### src/rtl/fifo_sync_flags.sv
// Synchronous FIFO with occupancy level, programmable almost flags and sticky error flags.
// Define FIFO_FWFT_EN for first-word fall-through; the default is a registered-read FIFO.
module fifo_sync_flags #(
    parameter int WIDTH     = 8,
    parameter int DEPTH     = 10,
    parameter int AF_THRESH = DEPTH - 2,
    parameter int AE_THRESH = 2,
    localparam int LVL_W    = $clog2(DEPTH + 1)
) (
    input  logic             clk,
    input  logic             rst_n,
    input  logic             wr_en,
    input  logic [WIDTH-1:0] data_in,
    input  logic             rd_en,
    output logic [WIDTH-1:0] data_out,
    output logic             dout_valid,
    output logic             empty,
    output logic             full,
    output logic             almost_empty,
    output logic             almost_full,
    output logic [LVL_W-1:0] level,
    output logic             overflow,
    output logic             underflow,
    input  logic             err_clr
);
    localparam int PTR_W = $clog2(DEPTH);
    localparam logic [LVL_W-1:0] DEPTH_L  = LVL_W'(DEPTH);
    localparam logic [LVL_W-1:0] AF_L     = LVL_W'(AF_THRESH);
    localparam logic [LVL_W-1:0] AE_L     = LVL_W'(AE_THRESH);
    localparam logic [PTR_W-1:0] PTR_LAST = PTR_W'(DEPTH - 1);

    logic [WIDTH-1:0] mem_q [DEPTH];
    logic [PTR_W-1:0] wr_ptr_q, wr_ptr_d, rd_ptr_q, rd_ptr_d;
    logic [LVL_W-1:0] level_q, level_d;
    logic [WIDTH-1:0] dout_q, dout_d;
    logic             dout_valid_q, dout_valid_d;
    logic             ovf_q, ovf_d, udf_q, udf_d;
    logic             rd_ok, wr_ok, mem_rd;

    // Depth need not be a power of two, so wrap explicitly.
    function automatic logic [PTR_W-1:0] ptr_inc(input logic [PTR_W-1:0] p);
        return (p == PTR_LAST) ? '0 : p + 1'b1;
    endfunction

    assign full  = (level_q == DEPTH_L);
    assign wr_ok = wr_en & (~full | rd_ok);

`ifdef FIFO_FWFT_EN
    logic [LVL_W-1:0] mem_cnt_q, mem_cnt_d;

    // Output register is part of the capacity; refill it whenever it is free or being consumed.
    assign empty  = ~dout_valid_q;
    assign rd_ok  = rd_en & dout_valid_q;
    assign mem_rd = (mem_cnt_q != '0) & (~dout_valid_q | rd_ok);

    always_comb begin
        mem_cnt_d    = mem_cnt_q;
        dout_valid_d = dout_valid_q;
        dout_d       = dout_q;
        if (wr_ok && !mem_rd)
            mem_cnt_d = mem_cnt_q + 1'b1;
        else if (mem_rd && !wr_ok)
            mem_cnt_d = mem_cnt_q - 1'b1;
        if (mem_rd) begin
            dout_valid_d = 1'b1;
            dout_d       = mem_q[rd_ptr_q];
        end else if (rd_ok) begin
            dout_valid_d = 1'b0;
        end
    end

    always_ff @(posedge clk or negedge rst_n) begin
        if (!rst_n)
            mem_cnt_q <= '0;
        else
            mem_cnt_q <= mem_cnt_d;
    end
`else
    assign empty  = (level_q == '0);
    assign rd_ok  = rd_en & ~empty;
    assign mem_rd = rd_ok;

    always_comb begin
        dout_valid_d = rd_ok;
        dout_d       = dout_q;
        if (rd_ok)
            dout_d = mem_q[rd_ptr_q];
    end
`endif

    always_comb begin
        wr_ptr_d = wr_ptr_q;
        rd_ptr_d = rd_ptr_q;
        level_d  = level_q;
        if (wr_ok)
            wr_ptr_d = ptr_inc(wr_ptr_q);
        if (mem_rd)
            rd_ptr_d = ptr_inc(rd_ptr_q);
        if (wr_ok && !rd_ok)
            level_d = level_q + 1'b1;
        else if (rd_ok && !wr_ok)
            level_d = level_q - 1'b1;
        // A same-cycle rejection wins over the clear.
        ovf_d = (ovf_q & ~err_clr) | (wr_en & ~wr_ok);
        udf_d = (udf_q & ~err_clr) | (rd_en & ~rd_ok);
    end

    always_ff @(posedge clk or negedge rst_n) begin
        if (!rst_n) begin
            wr_ptr_q     <= '0;
            rd_ptr_q     <= '0;
            level_q      <= '0;
            dout_q       <= '0;
            dout_valid_q <= 1'b0;
            ovf_q        <= 1'b0;
            udf_q        <= 1'b0;
        end else begin
            wr_ptr_q     <= wr_ptr_d;
            rd_ptr_q     <= rd_ptr_d;
            level_q      <= level_d;
            dout_q       <= dout_d;
            dout_valid_q <= dout_valid_d;
            ovf_q        <= ovf_d;
            udf_q        <= udf_d;
        end
    end

    // Storage has no reset so it can map onto block RAM.
    always_ff @(posedge clk) begin
        if (wr_ok)
            mem_q[wr_ptr_q] <= data_in;
    end

    assign data_out     = dout_q;
    assign dout_valid   = dout_valid_q;
    assign almost_full  = (level_q >= AF_L);
    assign almost_empty = (level_q <= AE_L);
    assign level        = level_q;
    assign overflow     = ovf_q;
    assign underflow    = udf_q;

endmodule

### config.mk
export PLATFORM = sky130hd
export DESIGN_NAME = fifo_sync_flags
export DESIGN_NICKNAME = d
export VERILOG_FILES = /design/src/rtl/fifo_sync_flags.sv
export SDC_FILE = /design/constraint.sdc
export NUM_CORES = 1
export LEC_CHECK = 0
export ABC_CLOCK_PERIOD_IN_PS = 3300
export BUFFER_PORTS_ARGS = -buffer_cell sky130_fd_sc_hd__buf_2
export CAP_MARGIN = 40
export CELL_PAD_IN_SITES_DETAIL_PLACEMENT = 0
export CELL_PAD_IN_SITES_GLOBAL_PLACEMENT = 2
export CORE_MARGIN = 2
export CORE_UTILIZATION = 40
export CTS_CLUSTER_DIAMETER = 30
export DETAILED_ROUTE_END_ITERATION = 8
export PLACE_DENSITY_LB_ADDON = 0.08
export SLEW_MARGIN = 10
export SYNTH_ARGS = -nofsm -noshare
export SYNTH_HDL_FRONTEND = slang
export SYNTH_SLANG_ARGS = --single-unit
### constraint.sdc
create_clock -name clk -period 3.3 [get_ports clk]
set_input_delay 0.165 -clock clk [delete_from_list [all_inputs] [get_ports clk]]
set_output_delay 0.165 -clock clk [all_outputs]
set_load 0.05 [all_outputs]
Word-level counts from Yosys, hierarchy flattened --
Memory sizes are Yosys's and may differ from the RTL's. A register that Yosys moved wholly into a read port is not among the register bits. Index checks and enable logic that the tools add are counted.
Storage, ports and cells: bits in writable memories 80, memories 1, logic and storage cells 43, input bits 13, flip-flop bits (word level) 15
Memories:
- mem_q | words 10, width 8, read ports 1, clocked after Yosys merged registers in 1, write ports 1, RTL line 32 | logic [WIDTH-1:0] mem_q [DEPTH];
Operators by class: equality and inequality tests 3, mux-type cells 6, $lt $le $gt $ge 2, bitwise gates (word level) 14, reductions and logical operators 7, add/subtract/negate cells 4
Operator list (count):
- two-way mux 4 bit | 4
- adder 4 x 1 -> 4 bit (second input constant) | 3
- equality test 4 bit (second input constant) | 3
- bitwise AND 1 bit | 6
- NOT 1 bit | 5
- >= comparator 4 bit (second input constant) | 1
- <= comparator 4 x 2 -> 1 bit (second input constant) | 1
- logical NOT 4 bit | 1
- subtractor 4 x 1 -> 4 bit (second input constant) | 1
- logical NOT 1 bit | 3
- bitwise OR 1 bit | 3
- logical AND 1 bit | 2
- two-way mux 1 bit | 2
- nonzero test 2 bit | 1

Logic depth before layout (Yosys ltp) --
word-level depth 9, mapped depth 11, mapped depth without buffers 10

Worst setup path after synthesis --
Ideal clock, no wire load.
path kind register to register, start reg level_q[3], in the netlist level[3], end reg level_q[3], in the netlist level[3], slack 357 ps, cell stages (with the launch flop) 10, library setup time 136 ps, required time 3164 ps, path buffers 2, data arrival time 2807 ps, cell sequence dfrtp_1 -> buf_2 -> o41ai_4 -> buf_2 -> ha_1 -> inv_1 -> ha_1 -> a21o_1 -> a2111oi_0 -> o31ai_1
Between the ends: word-level cells in the longest chain between the ends 8
RTL lines:
- start: declaration | RTL line 34 | logic [LVL_W-1:0] level_q, level_d;
- start signal: assignment | RTL line 120 | level_q <= level_d;
- logical NOT 4 bit | RTL line 79 | assign empty = (level_q == '0);
- NOT 1 bit | RTL line 80 | assign rd_ok = rd_en & ~empty;
- bitwise AND 1 bit | RTL line 80
- bitwise OR 1 bit | RTL line 46 | assign wr_ok = wr_en & (~full | rd_ok);
- bitwise AND 1 bit | RTL line 46
- logical NOT 1 bit | RTL line 101 | else if (rd_ok && !wr_ok)
- logical AND 1 bit | RTL line 101
- nonzero test 2 bit (no source line)
Several ways; a longest one is shown, not always the timed one. The select of a mux whose other input is x is not followed. A chain may end at the register's enable or synchronous reset.

Final worst setup path --
start reg level_q[0], in the netlist level[0], end reg level_q[3], in the netlist level[3]
Between the ends: word-level cells in the longest chain between the ends 8
RTL lines:
- logical NOT 4 bit | RTL line 79
- NOT 1 bit | RTL line 80
- bitwise AND 1 bit | RTL line 80
- bitwise OR 1 bit (*) | RTL line 46
- bitwise AND 1 bit (*) | RTL line 46
- named net wr_ok | RTL line 38 | logic rd_ok, wr_ok, mem_rd;
- logical NOT 1 bit | RTL line 101
- logical AND 1 bit | RTL line 101
- nonzero test 2 bit (no source line)
The timed path passes the listed nets; every way through them passes the cells marked *. The select of a mux whose other input is x is not followed.

==> out/metrics.yaml <==
outcome: "finished, final reports clean"
cts-resized-gates: 0
timing.setup.tns_ps: 0
worstPathMaxFanout: 8
worst_clock_skew_ps: 9.72
m1WireLength_microns: 3820
final_net_count: 313
numPortBuffers: 31
tritoncts: "built"
grt_pass1_wl_microns: 12300
start_util_pct: 41.1
drcViolationCount: 0
syn_nets: 270
synth_top_cell_area_share_pct: 56.6
power.total_w: 0.00427
required_ps: 3550
dp_slack_ps: 344
wirelength_microns: 7720
dp_cells: 419
antenna_cells: 0
htreeDepth: 3
period_minus_slack_ps: 2970
pwr_density_cell_nw_per_um2: 888
relSlewSlack_pct: 44.6
yosys_register_bits: 103
min_period_over_period_pct: 90.0
clk_latency_ps: 370
yosys_warnings: 0
cts_hold_buf: 2
design.core.area_sq_um: 10300
grt_pass1_vias: 2172
synth_top_cell_by_area: "edfxtp_1"
setup_violations: 0
layout-drive-gt1-share_pct: 27.2
top_layer_used: "met4"
cp.buffers_inverters: 2
grt-ovfl-total: 0
clk_pin_slew_ps: 100
numCtsBuffers: 9
routed-wl-met3_microns: 213
max_freq_mhz: 337
boundaryPins: 32
p_leak_nw: 1.78
antenna_found_initial: 0
die_h_microns: 107
area_growth_pct: 13.4
worstMarginPinSlew_ps: 832
layout.cells.non_filler: 437
drtIter0Drc: 144
netlist_area_sq_um: 4240
gp_congestion: 0.671
final-max-slew-violation-count: 0
end_kind: "register"
track_usage_pct: 14.5
hold_class: "input port to register"
worstPathCellList: "nand4bb_1 -> o21ai_1 -> inv_1 -> ha_1 -> inv_1 -> ha_1 -> a21o_1 -> a2111oi_0 -> o31ai_1"
clock-sinks: 103
cpMaxStageDelayCell: "dfrtp_1"
via_count: 2206
grt_max_degree: 28
vias_per_cell: 5.05
die_w_microns: 107
async_reset_ff_share_pct: 22.3
critPathMaxStageDelay_ps: 520
yosysMostFrequentCell: "edfxtp_1"
path_class: "register to register"
postSynthAreaPerCell_sq_um: 16.8
worstSetupStartpointType: "register"
setup_ws_ps: 330
drv_cap: 0
dieArea_sq_um: 11500
antenna_left: 0
synth.area.top_cells: "edfxtp_1 57%, dfrtp_1 14%, mux4_2 4.8%"
rsz0062_at_grt: "no"
row_count: 37
drtPass1Iterations: 4
syn_inst: 253
worstPathArrival_ps: 3220
post_cts.repair.setup_buffers: 0
synth_edf_count: 80
ys_types: 38
yosysSeqAreaShare_pct: 70.2
route.met2.wl_microns: 3590
yosys_most_used_dff: "edfxtp_1"
cts-root-buf: "clkbuf_8"
clockBufferDepth: 2
synth_top_cells_by_count: "80 x edfxtp_1, 23 x dfrtp_1, 22 x nand2_1"
hold_violations: 0
wire_per_inst_microns: 17.7
crit_family: "compound AO/OA/AOI/OAI gates"
place_hpwl_microns: 5130
ir_drop_v: 0.000318
where the power goes:
group / switching (W) / leakage, nW / internal [W] / total, W
registers: 0.000269 / 1.00 / 0.00165 / 0.00192
logic: 0.000931 / 0.670 / 0.000631 / 0.00156
clock network: 0.000487 / 0.103 / 0.000307 / 0.000794
total: 0.00169 / 1.78 / 0.00258 / 0.00427
logic make-up (layout without fill, tap and decap cells):
group	count (synthesis)	count (layout)	share of synthesized area [%]
mux	35	35	13.9
compound gates	35	35	5.37
buf+inv	22	70	2.65
flops	103	103	70.2
xor+xnor	6	6	1.24
fa+ha+maj	4	4	1.36
simple gates	48	48	5.34
final cells by class:
type	instances	area, sq um
inverter	8	30.0
sequential	103	2980
clock inverter	7	76.3
multi-input combinational	128	1160
tap	136	170
clock buffer	9	124
fill	927	5510
timing repair buffer	46	273
layout by cell type (no fill, tap or decap), types with 3 or more instances in the layout:
cell type  instances
nand2_1           22
mux4_1             7
o21ai_1            9
inv_1              7
mux2_2            10
xnor2_1            6
nor2_1             6
ha_1               3
a21o_1             3
edfxtp_1          80
buf_2             31
clkbuf_8           9
inv_8              3
a21oi_1           10
mux4_2             9
mux2i_1            9
o21ai_0            5
buf_4             13
nor3_1             8
dfrtp_1           23
nor4_1             3
flip-flops by register name (all words and copies together), names as in the netlist:
register and flops:
data_out 8, dout_valid 1, level 4, mem_q 80, overflow 1, rd_ptr_q 4
underflow 1, wr_ptr_q 4
per-stage QoR:
step                      area, sq um  hold WS [ps]  util, %
after floorplan                  4240          -131        -
after global placement           4590           186     44.5
after detailed placement         4590           184     44.5
after CTS                        4810          52.5     46.6
after global routing             4810          74.8     46.6
final                            4810          60.6     46.6
layer usage:
layer / vias up / GRT usage [%]
met1: 1091 / 21.1
met3: 8 / 3.34
met2: 35 / 21.8
met4: 0 / 4.73
met5: - / 0
li1: 1072 / -
worst paths after layout:
kind / start / endpoint / slack [ps] / depth (start not counted)
max: level[0]$_DFFE_PN0P_ / level[3]$_DFFE_PN0P_ / 330 / 9
min: wr_en / overflow$_DFF_PN0_ / 60 / 3
max reg2reg: level[0]$_DFFE_PN0P_ / level[3]$_DFFE_PN0P_ / 330 / 9
min reg2reg: data_out[2]$_DFFE_PN0P_ / data_out[2]$_DFFE_PN0P_ / 470 / 2
max in group asynchronous: rst_n / overflow$_DFF_PN0_ / 2650 / 2
min in group asynchronous: rst_n / wr_ptr_q[3]$_DFFE_PN0P_ / 300 / 2
worst min-delay path: stages:
cell	delay (ps)
buf_2	110
nand2_1	50
o21ai_0	60
Power figures use the tool's default switching activity.
